### src/rtl/simple_unsigned_multiplier.sv
// Purpose : WIDTH-stage pipelined shift-and-add unsigned multiplier, out = ina * inb.
// Latency : operands sampled on edge k are on out right after edge k+WIDTH-1.
// Backpressure: none; a new operand pair is accepted on every rising edge, with no stall.
//
// Ports:
//   ina  [WIDTH-1:0]   unsigned multiplicand, sampled every rising edge of clk
//   inb  [WIDTH-1:0]   unsigned multiplier, sampled every rising edge of clk
//   clk                single clock, rising-edge only
//   out  [2*WIDTH-1:0] unsigned product, driven straight from the last pipeline stage
//   rst                asynchronous active-high reset; clears every stage and operand copy
module simple_unsigned_multiplier #(
  parameter int WIDTH = 16
) (
  input  logic [WIDTH-1:0]   ina,
  input  logic [WIDTH-1:0]   inb,
  input  logic               clk,
  output logic [2*WIDTH-1:0] out,
  input  logic               rst
);

  localparam int PW = 2 * WIDTH;

  // partial_sum[i] holds the sum of the multiplicand shifted by every set bit
  // among multiplier bits 0..i, for the operand pair that entered i edges ago.
  logic [PW-1:0]    partial_sum   [WIDTH];
  logic [PW-1:0]    partial_sum_d [WIDTH];

  // Operand copies travelling alongside stages 0..WIDTH-2. The final stage
  // produces the finished product and has no later stage to feed, so it
  // needs no copy of its own.
  logic [WIDTH-1:0] op_a_q [WIDTH-1];
  logic [WIDTH-1:0] op_a_d [WIDTH-1];
  logic [WIDTH-1:0] op_b_q [WIDTH-1];
  logic [WIDTH-1:0] op_b_d [WIDTH-1];

  always_comb begin
    for (int i = 0; i < WIDTH; i++) begin
      partial_sum_d[i] = '0;
    end
    for (int i = 0; i < WIDTH - 1; i++) begin
      op_a_d[i] = '0;
      op_b_d[i] = '0;
    end

    // Stage 0 works straight from the ports.
    partial_sum_d[0] = inb[0] ? {{WIDTH{1'b0}}, ina} : '0;
    op_a_d[0]        = ina;
    op_b_d[0]        = inb;

    // Stage i adds the multiplicand shifted by i when multiplier bit i is set.
    // Operands come from the copy registered next to the previous stage's
    // partial sum, so every pair stays aligned with its own running sum.
    for (int i = 1; i < WIDTH; i++) begin
      partial_sum_d[i] = partial_sum[i-1] +
                         (op_b_q[i-1][i] ? ({{WIDTH{1'b0}}, op_a_q[i-1]} << i) : '0);
    end

    for (int i = 1; i < WIDTH - 1; i++) begin
      op_a_d[i] = op_a_q[i-1];
      op_b_d[i] = op_b_q[i-1];
    end
  end

  always_ff @(posedge clk or posedge rst) begin
    if (rst) begin
      for (int i = 0; i < WIDTH; i++) begin
        partial_sum[i] <= '0;
      end
      for (int i = 0; i < WIDTH - 1; i++) begin
        op_a_q[i] <= '0;
        op_b_q[i] <= '0;
      end
    end else begin
      for (int i = 0; i < WIDTH; i++) begin
        partial_sum[i] <= partial_sum_d[i];
      end
      for (int i = 0; i < WIDTH - 1; i++) begin
        op_a_q[i] <= op_a_d[i];
        op_b_q[i] <= op_b_d[i];
      end
    end
  end

  // No output register: the last stage already holds the finished product.
  assign out = partial_sum[WIDTH-1];

endmodule

### config.mk
export PLATFORM = sky130hd
export DESIGN_NAME = simple_unsigned_multiplier
export DESIGN_NICKNAME = d
export VERILOG_FILES = /design/src/rtl/simple_unsigned_multiplier.sv
export SDC_FILE = /design/constraint.sdc
export NUM_CORES = 1
export LEC_CHECK = 0
export CORE_MARGIN = 1.5
export CORE_UTILIZATION = 60
export CTS_BUF_LIST = sky130_fd_sc_hd__clkbuf_8
export CTS_CLUSTER_SIZE = 40
export DETAILED_ROUTE_END_ITERATION = 10
export GPL_TIMING_DRIVEN = 1
export MAX_ROUTING_LAYER = met4
export PLACE_DENSITY = 0.74
export REMOVE_ABC_BUFFERS = 1
export SYNTH_ARGS = -nofsm -noshare
export SYNTH_HDL_FRONTEND = slang
export SYNTH_SLANG_ARGS = --single-unit
### constraint.sdc
create_clock -name clk -period 33.4 [get_ports clk]
set_input_delay 8.35 -clock clk [delete_from_list [all_inputs] [get_ports clk]]
set_output_delay 8.35 -clock clk [all_outputs]
set_load 0.01 [all_outputs]
Word level (Yosys, flattened, before mapping):

Cells that the tools add are included.

* bits in registers: 976
* bits of input ports: 34
* logic and storage cells: 77

* $add $sub $neg: 15
* mux-type cells: 16

Operator list (number)
* $add A32 B18 Y32: 1
* $add A32 B19 Y32: 1
* $add A32 B20 Y32: 1
* $add A32 B21 Y32: 1
* $add A32 B22 Y32: 1
* $add A32 B23 Y32: 1
* $add A32 B24 Y32: 1
* $add A32 B25 Y32: 1
* $add A32 B26 Y32: 1
* $add A32 B27 Y32: 1
* $add A32 B28 Y32: 1
* $add A32 B29 Y32: 1
* $add A32 B30 Y32: 1
* $add A32 B31 Y32: 1
* $mux W31: 1
* $mux W30: 1
* $mux W29: 1
* $mux W28: 1
* $mux W27: 1
* $mux W26: 1
* $mux W25: 1
* $mux W24: 1
* $mux W23: 1
* $mux W22: 1
* other kinds (7): 7

Longest topological paths before layout:

Gate-level depths: netlist (run 1).

* depth in word-level cells: 2
* depth in mapped cells: 10
* depth with buffers taken out: 9

Worst setup path before layout (run 1):

Ideal clock, no wire load.

* path kind: register to output
* from: register partial_sum (netlist bit out[0])
* to: output out[0]
* data arrival time: 467 ps
* data required time: 25050 ps
* setup slack: 24583 ps
* cell stages (with the launch flop): 2
* cells stage by stage: dfrtp_1 buf_4

RTL lines
* start: declaration: line 25 `logic [PW-1:0] partial_sum [WIDTH];`
* start signal: indexed assignment: line 75 `partial_sum[i] <= partial_sum_d[i];`
* end: declaration: line 17 `output logic [2*WIDTH-1:0] out,`

No word-level cell between the ends.

==> results of run 1 <==
-- final timing paths --
path	from	to	slack, ns	depth (start not counted)
setup / recovery	rst	op_b_d[143]	22.04	5
hold / removal	op_b_d[142]	op_b_d[126]	0.32	0
setup reg to reg	op_b_d[29]	partial_sum[91]	29.87	9
hold reg to reg	op_b_d[142]	op_b_d[126]	0.32	0
max in group clk	out[4]	out[4]	23.46	1
min in group asynchronous	rst	partial_sum[99]	8.16	2
-- sequential cells by signal, indices dropped and copies added (netlist names) --
signal,flops
op_a_q,16
op_b_d,119
op_a_d,224
out,32
op_b_q,1
partial_sum,359
-- routing by layer --
layer  vias to the layer above  global-route usage, %  routed length (um)
met1                      9279                   21.9               19800
met5                         -                      -                   0
met3                       142                   3.82                1860
li1                       8822                      -                   -
met2                       366                   39.5               29200
met4                         0                   9.87                1620
-- kinds of logic after synthesis --
| logic type | share of synthesized area, % |
|---|---|
| buf+inv | 1.69 |
| xor+xnor | 5.23 |
| flops | 60.4 |
| simple gates | 10.0 |
| fa+ha+maj | 10.6 |
| mux | 0.0643 |
| compound gates | 12.1 |
-- cell type report --
cell class                 count  area, um^2  share of cell area, %
multi-input combinational   1586       11800                   34.0
clock inverter                69         453                   1.30
sequential                   751       18800                   54.0
timing repair buffer          72         728                   2.09
inverter                      33         131                  0.378
tap                          680         851                   2.44
clock buffer                 147        2020                   5.81
-- power groups by stage --
stage,logic [W],registers (W),clock network [W]
floorplan,0.000654,0.00122,0
global placement,0.000829,0.00122,0
detailed placement,0.000861,0.00123,0
CTS,0.000867,0.00121,0.000797
global route,0.000971,0.00123,0.000840
finish,0.000870,0.00121,0.000770
-- per-stage QoR --
step / hold slack (ns) / instances / instance area, um^2
6_report: 0.317 / 3338 / 34800
5_1_grt: 0.309 / 3338 / 34800
4_1_cts: 0.307 / 3338 / 34800
3_5_place_dp: 0.335 / 3122 / 32300
3_3_place_gp: 0.332 / 3122 / 32300
2_1_floorplan: 0.331 / 2370 / 30700
-- placed cells by master (no fill, tap or decap), types with 77 or more instances in the layout --
| master | instances |
|---|---|
| o21ai_0 | 100 |
| clkbuf_8 | 147 |
| nor2_1 | 84 |
| a21oi_1 | 168 |
| and2_1 | 262 |
| a21o_1 | 99 |
| dfrtp_1 | 751 |
| xnor2_1 | 109 |
| ha_1 | 239 |
| nand2_1 | 93 |
| xor2_1 | 77 |
==> results.cfg, run 1 <==
[drt]
via_count = 18600
drt_drc_violations_left = 0
vias_per_cell = 5.57
drt_wl_total_mm = 52.5
first_pass_iters = 5
ant_nets = 0
drtIter0Drc = 885
wl_per_cell_um = 15.7

[cts]
post_cts_resized = 0
clock_latency_ns = 0.73
ctsHtreeMaxLevel = 3
post-cts-setup-buffer-count = 0
cts_root_buf = clkbuf_8
cts_hold_buf = 0
cts_made_buffers = 115
cts_tree = done
clk_pin_slew_ns = 0.06
cts_num_sinks = 751
clock_tree.buffer_depth = 3

[critical_path]
critPathSlowestCell = buf_4
cp-end-kind = asynchronous set/reset pin
critical_path_class = in2async
cp_num_buf_inv = 5
required_ns = 34.09
worstSetupStartpointType = input port
cp_cell_sequence = clkdlybuf4s50_1 -> inv_8 -> buf_4 -> buf_4 -> buf_12
worstPathArrival_ns = 12.05
slowest_delay_ns = 0.88
path_max_fanout = 181
crit_top_cell = buf_4
crit_family = buffers and inverters

[cells_and_area]
syn_to_final_growth_pct = 11.8
nFillCells = 3718
fin_nets = 2847
drive_gt1_share_pct = 8.09
antenna_cells = 0
finish.utilization_pct = 67.8

[power]
peakVddDrop_v = 0.0000351
combPwrFrac_pct = 30.6
switching_share_pct = 31.9
p_leak_nw = 16.7
p_int_w = 0.00194
power.switching_w = 0.000908
p_total_w = 0.00285
p_clk_share_pct = 27.0
power_frac_seq_pct = 42.4
powerDensity_nw_per_um2 = 81.9

[global_route]
grt_max_degree = 182
grt_pass1_vias = 19900
antenna_found_initial = 0
grt_pass1_wl_mm = 90.4
overflow = 0
grt.total_usage_pct = 21.4

[synthesis]
synth_common_cells = dfrtp_1, and2_1, ha_1, a21oi_1, xnor2_1
ys_ff_latch = 751
synth_area_leaders = dfrtp_1, ha_1, and2_1
yosys_warnings = 0
synth_most_common_cell = dfrtp_1
synth_top_area_cell = dfrtp_1
synth_area_um2 = 31100
synthFlopType = dfrtp_1
synth_cell_type_count = 73
synth_top_area_share_pct = 60.4
synth_cells = 2436
synth_area_per_cell_um2 = 12.8
ys_seq_area_share_pct = 60.4
async_flop_share_pct = 100
synth_enable_flop_cells = 0

[min_path]
hold_class = reg2reg

[sta]
final-hold-violation-count = 0
max_clock_freq_ghz = 0.0880
maxSlewViolCount = 0
period_minus_slack_ns = 11.36
fin_setup_tns_ns = 0
tightest_slew_ns = 1.11
setup_viol = 0
finalCritPeriodShare_pct = 34.0
slew_headroom_pct = 23.9
fin_ws_ns = 22.04
grt_setup_unrepaired = false
fin_skew_ns = 0.0388

[placed_design]
gp_congestion = 0.908
dpl.hpwl_mm = 37.4
portBuffers = 65
post-place-ws_ns = 21.16

[die]
die-area_um2 = 53300
die_y_um = 231
core-area_um2 = 51300
ioPinCount = 66
fp.dieW_um = 231
rows = 83
start_util_pct = 60.7

[job]
cap_viol_max_count = 0

[run_status]
status = finished, final reports clean
No activity file was read; power rests on OpenSTA's default activity.
==> run 2, diff against run 1 <==
- CORE_UTILIZATION: 60 -> 58
- PLACE_DENSITY: 0.74 -> 0.75
- clock period: 33.4 -> 9.9 ns (I/O delays scaled with it)
==> results.cfg, run 2 (same netlist as run 1, synthesis figures left out) <==
[critical_path]
cp_cell_sequence = clkdlybuf4s50_1
worstPathArrival_ns = 1.58
crit_family = buffers and inverters
worstSetupStartpointType = register
required_ns = 7.43
critPathSlowestCell = clkdlybuf4s50_1
critical_path_class = reg2out
cp_num_buf_inv = 1
slowest_delay_ns = 0.53
cp-end-kind = primary output
path_max_fanout = 1

[global_route]
grt_pass1_vias = 20600
overflow = 0
grt_pass1_wl_mm = 93.1
antenna_found_initial = 0
grt_max_degree = 185
grt.total_usage_pct = 21.1

[power]
combPwrFrac_pct = 30.5
p_leak_nw = 16.7
powerDensity_nw_per_um2 = 278
switching_share_pct = 31.5
power.switching_w = 0.00305
p_int_w = 0.00663
p_clk_share_pct = 27.4
peakVddDrop_v = 0.000136
power_frac_seq_pct = 42.1
p_total_w = 0.00968

[sta]
setup_viol = 0
tightest_slew_ns = 1.02
maxSlewViolCount = 0
fin_skew_ns = 0.0486
grt_setup_unrepaired = false
final-hold-violation-count = 0
max_clock_freq_ghz = 0.247
fin_ws_ns = 5.85
slew_headroom_pct = 30.2
fin_setup_tns_ns = 0
period_minus_slack_ns = 4.05
finalCritPeriodShare_pct = 40.9
holdWs_ns = 0.303

[cells_and_area]
nFillCells = 3818
fin_nets = 2848
drive_gt1_share_pct = 7.74
instances_no_fill = 3337
regArea_um2 = 18800
multi_input_area_um2 = 11800
final_common_cell = dfrtp_1
layout_common_cells = dfrtp_1, and2_1, ha_1
regMostFlops = partial_sum
largest_reg_flops = 359
syn_to_final_growth_pct = 11.8

[cts]
cts_root_buf = clkbuf_8
clk_pin_slew_ns = 0.06
post_cts_resized = 0
cts_hold_buf = 0
cts_made_buffers = 117
clock_latency_ns = 0.73
cts_num_sinks = 751
clock_tree.buffer_depth = 3
ctsHtreeMaxLevel = 3
cts_tree = done
post-cts-setup-buffer-count = 0

[drt]
drtIter0Drc = 927
first_pass_iters = 11
drt_wl_total_mm = 53.9
wl_per_cell_um = 16.1
via_count = 18600
ant_nets = 0
vias_per_cell = 5.57
drt_drc_violations_left = 2

[placed_design]
portBuffers = 65
post-place-ws_ns = 5.20
placed_cells = 3129
dpl.hpwl_mm = 38.1
gp_congestion = 0.889

[die]
fp.dieW_um = 235
core-area_um2 = 52800
die_y_um = 235
die-area_um2 = 55100
rows = 84
ioPinCount = 66
start_util_pct = 59.0

[run_status]
violations = design-rule violations
status = finished, violations left

[job]
cap_viol_max_count = 0

[min_path]
hold_class = reg2reg
run 2: cell types whose count changed in the layout (fill, tap and decap cells not counted), sizes merged:
cell,previous run,this run
clkbuf,147,151
clkinvlp,2,1
buf,7,6
diode,0,1
inv,74,72
bufinv,3,6
clkinv,23,10
run 2: final timing paths:
kind | start | endpoint | slack (ns) | depth (start not counted)
worst max register to register | op_b_d[29] | partial_sum[91] | 6.47 | 9
worst min-delay path | partial_sum[76] | partial_sum[44] | 0.30 | 0
max in group asynchronous | rst | partial_sum[462] | 5.99 | 3
min in group asynchronous | rst | out[12] | 2.35 | 2
worst max-delay path | out[15] | out[15] | 5.85 | 1
worst min register to register | partial_sum[76] | partial_sum[44] | 0.30 | 0
run 2: power by group through the flow:
stage	logic [W]	clock network, W	registers [W]
final	0.00295	0.00265	0.00408
after global routing	0.00328	0.00287	0.00415
after CTS	0.00294	0.00273	0.00409
after detailed placement	0.00292	0	0.00414
after global placement	0.00281	0	0.00411
after floorplan	0.00221	0	0.00410
run 2: through the flow:
step | instance area (um^2) | util, %
floorplan | 30700 | -
global placement | 32300 | 61.3
detailed placement | 32300 | 61.3
CTS | 34800 | 66.0
global route | 34800 | 66.0
finish | 34800 | 66.0
run 2: per-layer routing:
layer	vias to the layer above	track usage [%]	share of wire [%]
met3	164	3.48	3.3
met5	-	-	0
met2	369	40.7	57
met4	0	11.2	4.2
met1	9264	19.8	35
li1	8791	-	-
run 2: layout make-up:
type	count	share of cell area, %
Tap cell	688	2.47
Clock buffer	151	5.97
Antenna cell	1	0.00719
Clock inverter	56	1.14
Sequential cell	751	54.0
Multi-Input combinational cell	1586	34.0
Timing Repair Buffer	71	2.11
Inverter	33	0.377
==> run 3, diff against run 2 <==
- CORE_UTILIZATION: 58 -> 60
- PLACE_DENSITY: 0.75 -> 0.74
- clock period: 9.9 -> 3.95 ns (I/O delays scaled with it)
==> results.cfg, run 3 (same netlist as run 1, synthesis figures left out) <==
[run_status]
status = finished, final reports clean

[cts]
cts_root_buf = clkbuf_8
cts_tree = done
clock_tree.buffer_depth = 3
ctsHtreeMaxLevel = 3
cts_num_sinks = 751
clock_latency_ns = 0.71
post-cts-setup-buffer-count = 0
clk_pin_slew_ns = 0.06
post_cts_resized = 0
cts_hold_buf = 0
cts_made_buffers = 112

[die]
die_y_um = 231
core-area_um2 = 51300
die-area_um2 = 53300
rows = 83
start_util_pct = 60.7
fp.dieW_um = 231
ioPinCount = 66

[placed_design]
portBuffers = 65
post-place-ws_ns = 0.857
dpl.hpwl_mm = 41.2
gp_congestion = 0.940

[job]
cap_viol_max_count = 0

[sta]
maxSlewViolCount = 0
fin_setup_tns_ns = 0
fin_skew_ns = 0.0404
setup_viol = 0
final-hold-violation-count = 0
slew_headroom_pct = 34.9
period_minus_slack_ns = 3.12
tightest_slew_ns = 0.952
fin_ws_ns = 0.826
finalCritPeriodShare_pct = 79.1
grt_setup_unrepaired = false
max_clock_freq_ghz = 0.320

[critical_path]
worstSetupEndpoint = partial_sum[432]
slowest_delay_ns = 0.55
path_max_fanout = 16
critical_path_class = reg2reg
critPathLaunch = op_b_d[194]
r2r-start = op_b_d[194]
rrSetupSlack_ns = 0.83
required_ns = 4.57
cp_cell_sequence = and2_1 -> ha_1 -> fa_1 -> a211oi_2 -> nor2_1 -> o31a_1 -> a221o_2 -> a311oi_2 -> xnor2_1
worstSetupStartpointType = register
critPathSlowestCell = dfrtp_1
cp-end-kind = register
worstPathArrival_ns = 3.75
r2r_cells = 9
r2r-end = partial_sum[432]

[cells_and_area]
final_common_cell = dfrtp_1
drive_gt1_share_pct = 7.70
nFillCells = 3630
layout_common_cells = dfrtp_1, and2_1, ha_1
fin_nets = 2855
syn_to_final_growth_pct = 11.7
regMostFlops = partial_sum
largest_reg_flops = 359
antenna_cells = 0

[power]
peakVddDrop_v = 0.000325
p_leak_nw = 16.7
powerDensity_nw_per_um2 = 689

[drt]
via_count = 18600
vias_per_cell = 5.57
drtIter0Drc = 953
drt_wl_total_mm = 56.5
wl_per_cell_um = 17.0
ant_nets = 0
first_pass_iters = 4
drt_drc_violations_left = 0

[global_route]
grt_pass1_wl_mm = 96.8
antenna_found_initial = 0
grt.total_usage_pct = 23.2
overflow = 0
grt_max_degree = 86
grt_pass1_vias = 20000

[min_path]
holdPathStages = 0
hold_class = reg2reg
run 3: area by class of cell:
class                      instances  area, um^2  area share (%)
clock inverter                    58         363            1.04
tap                              680         851            2.45
clock buffer                     140        1930            5.54
timing repair buffer              83         898            2.58
sequential                       751       18800            54.0
multi-input combinational       1586       11800            34.0
inverter                          33         131           0.378
run 3: critical path: cells and delay by family (launching register included):
| family | cells | cell delay, ns |
|---|---|---|
| fa+ha+maj | 2 | 0.73 |
| simple gates | 2 | 0.32 |
| xor+xnor | 1 | 0.15 |
| compound gates | 4 | 1.29 |
| flops | 1 | 0.55 |
run 3: how the worst min path moves through the flow:
stage,end,slack (ns),start
after detailed placement,op_b_d[111],0.33,op_b_d[127]
after floorplan,op_b_d[104],0.33,op_b_d[120]
final,partial_sum[166],0.33,partial_sum[198]
after global placement,op_b_d[142],0.33,op_b_d[158]
after CTS,op_a_d[72],0.34,op_a_d[88]
after global routing,partial_sum[288],0.35,partial_sum[320]
run 3: where the power goes:
group | internal, W | switching (W)
Sequential | 0.00957 | 0.000726
Clock | 0.00335 | 0.00286
Combinational | 0.00330 | 0.00418
run 3: metrics by stage:
| stage | cell area, um^2 | std cells | util, % | hold WS (ns) | power, W |
|---|---|---|---|---|---|
| after floorplan | 30700 | 2370 | - | 0.331 | 0.0158 |
| after global routing | 34800 | 3331 | 67.8 | 0.350 | 0.0256 |
| final | 34800 | 3331 | 67.8 | 0.333 | 0.0240 |
| after CTS | 34800 | 3331 | 67.8 | 0.341 | 0.0242 |
| after global placement | 32500 | 3133 | 63.3 | 0.331 | 0.0175 |
| after detailed placement | 32500 | 3133 | 63.3 | 0.335 | 0.0178 |
run 3: layer usage:
| layer | wire, um | GRT usage, % | part of all wire, % | vias up |
|---|---|---|---|---|
| met3 | 1830 | 3.21 | 3.2 | 135 |
| met5 | 0 | - | 0 | - |
| met4 | 1730 | 9.44 | 3.1 | 0 |
| li1 | - | - | - | 8802 |
| met2 | 29300 | 39.8 | 52 | 375 |
| met1 | 23700 | 27.6 | 42 | 9243 |
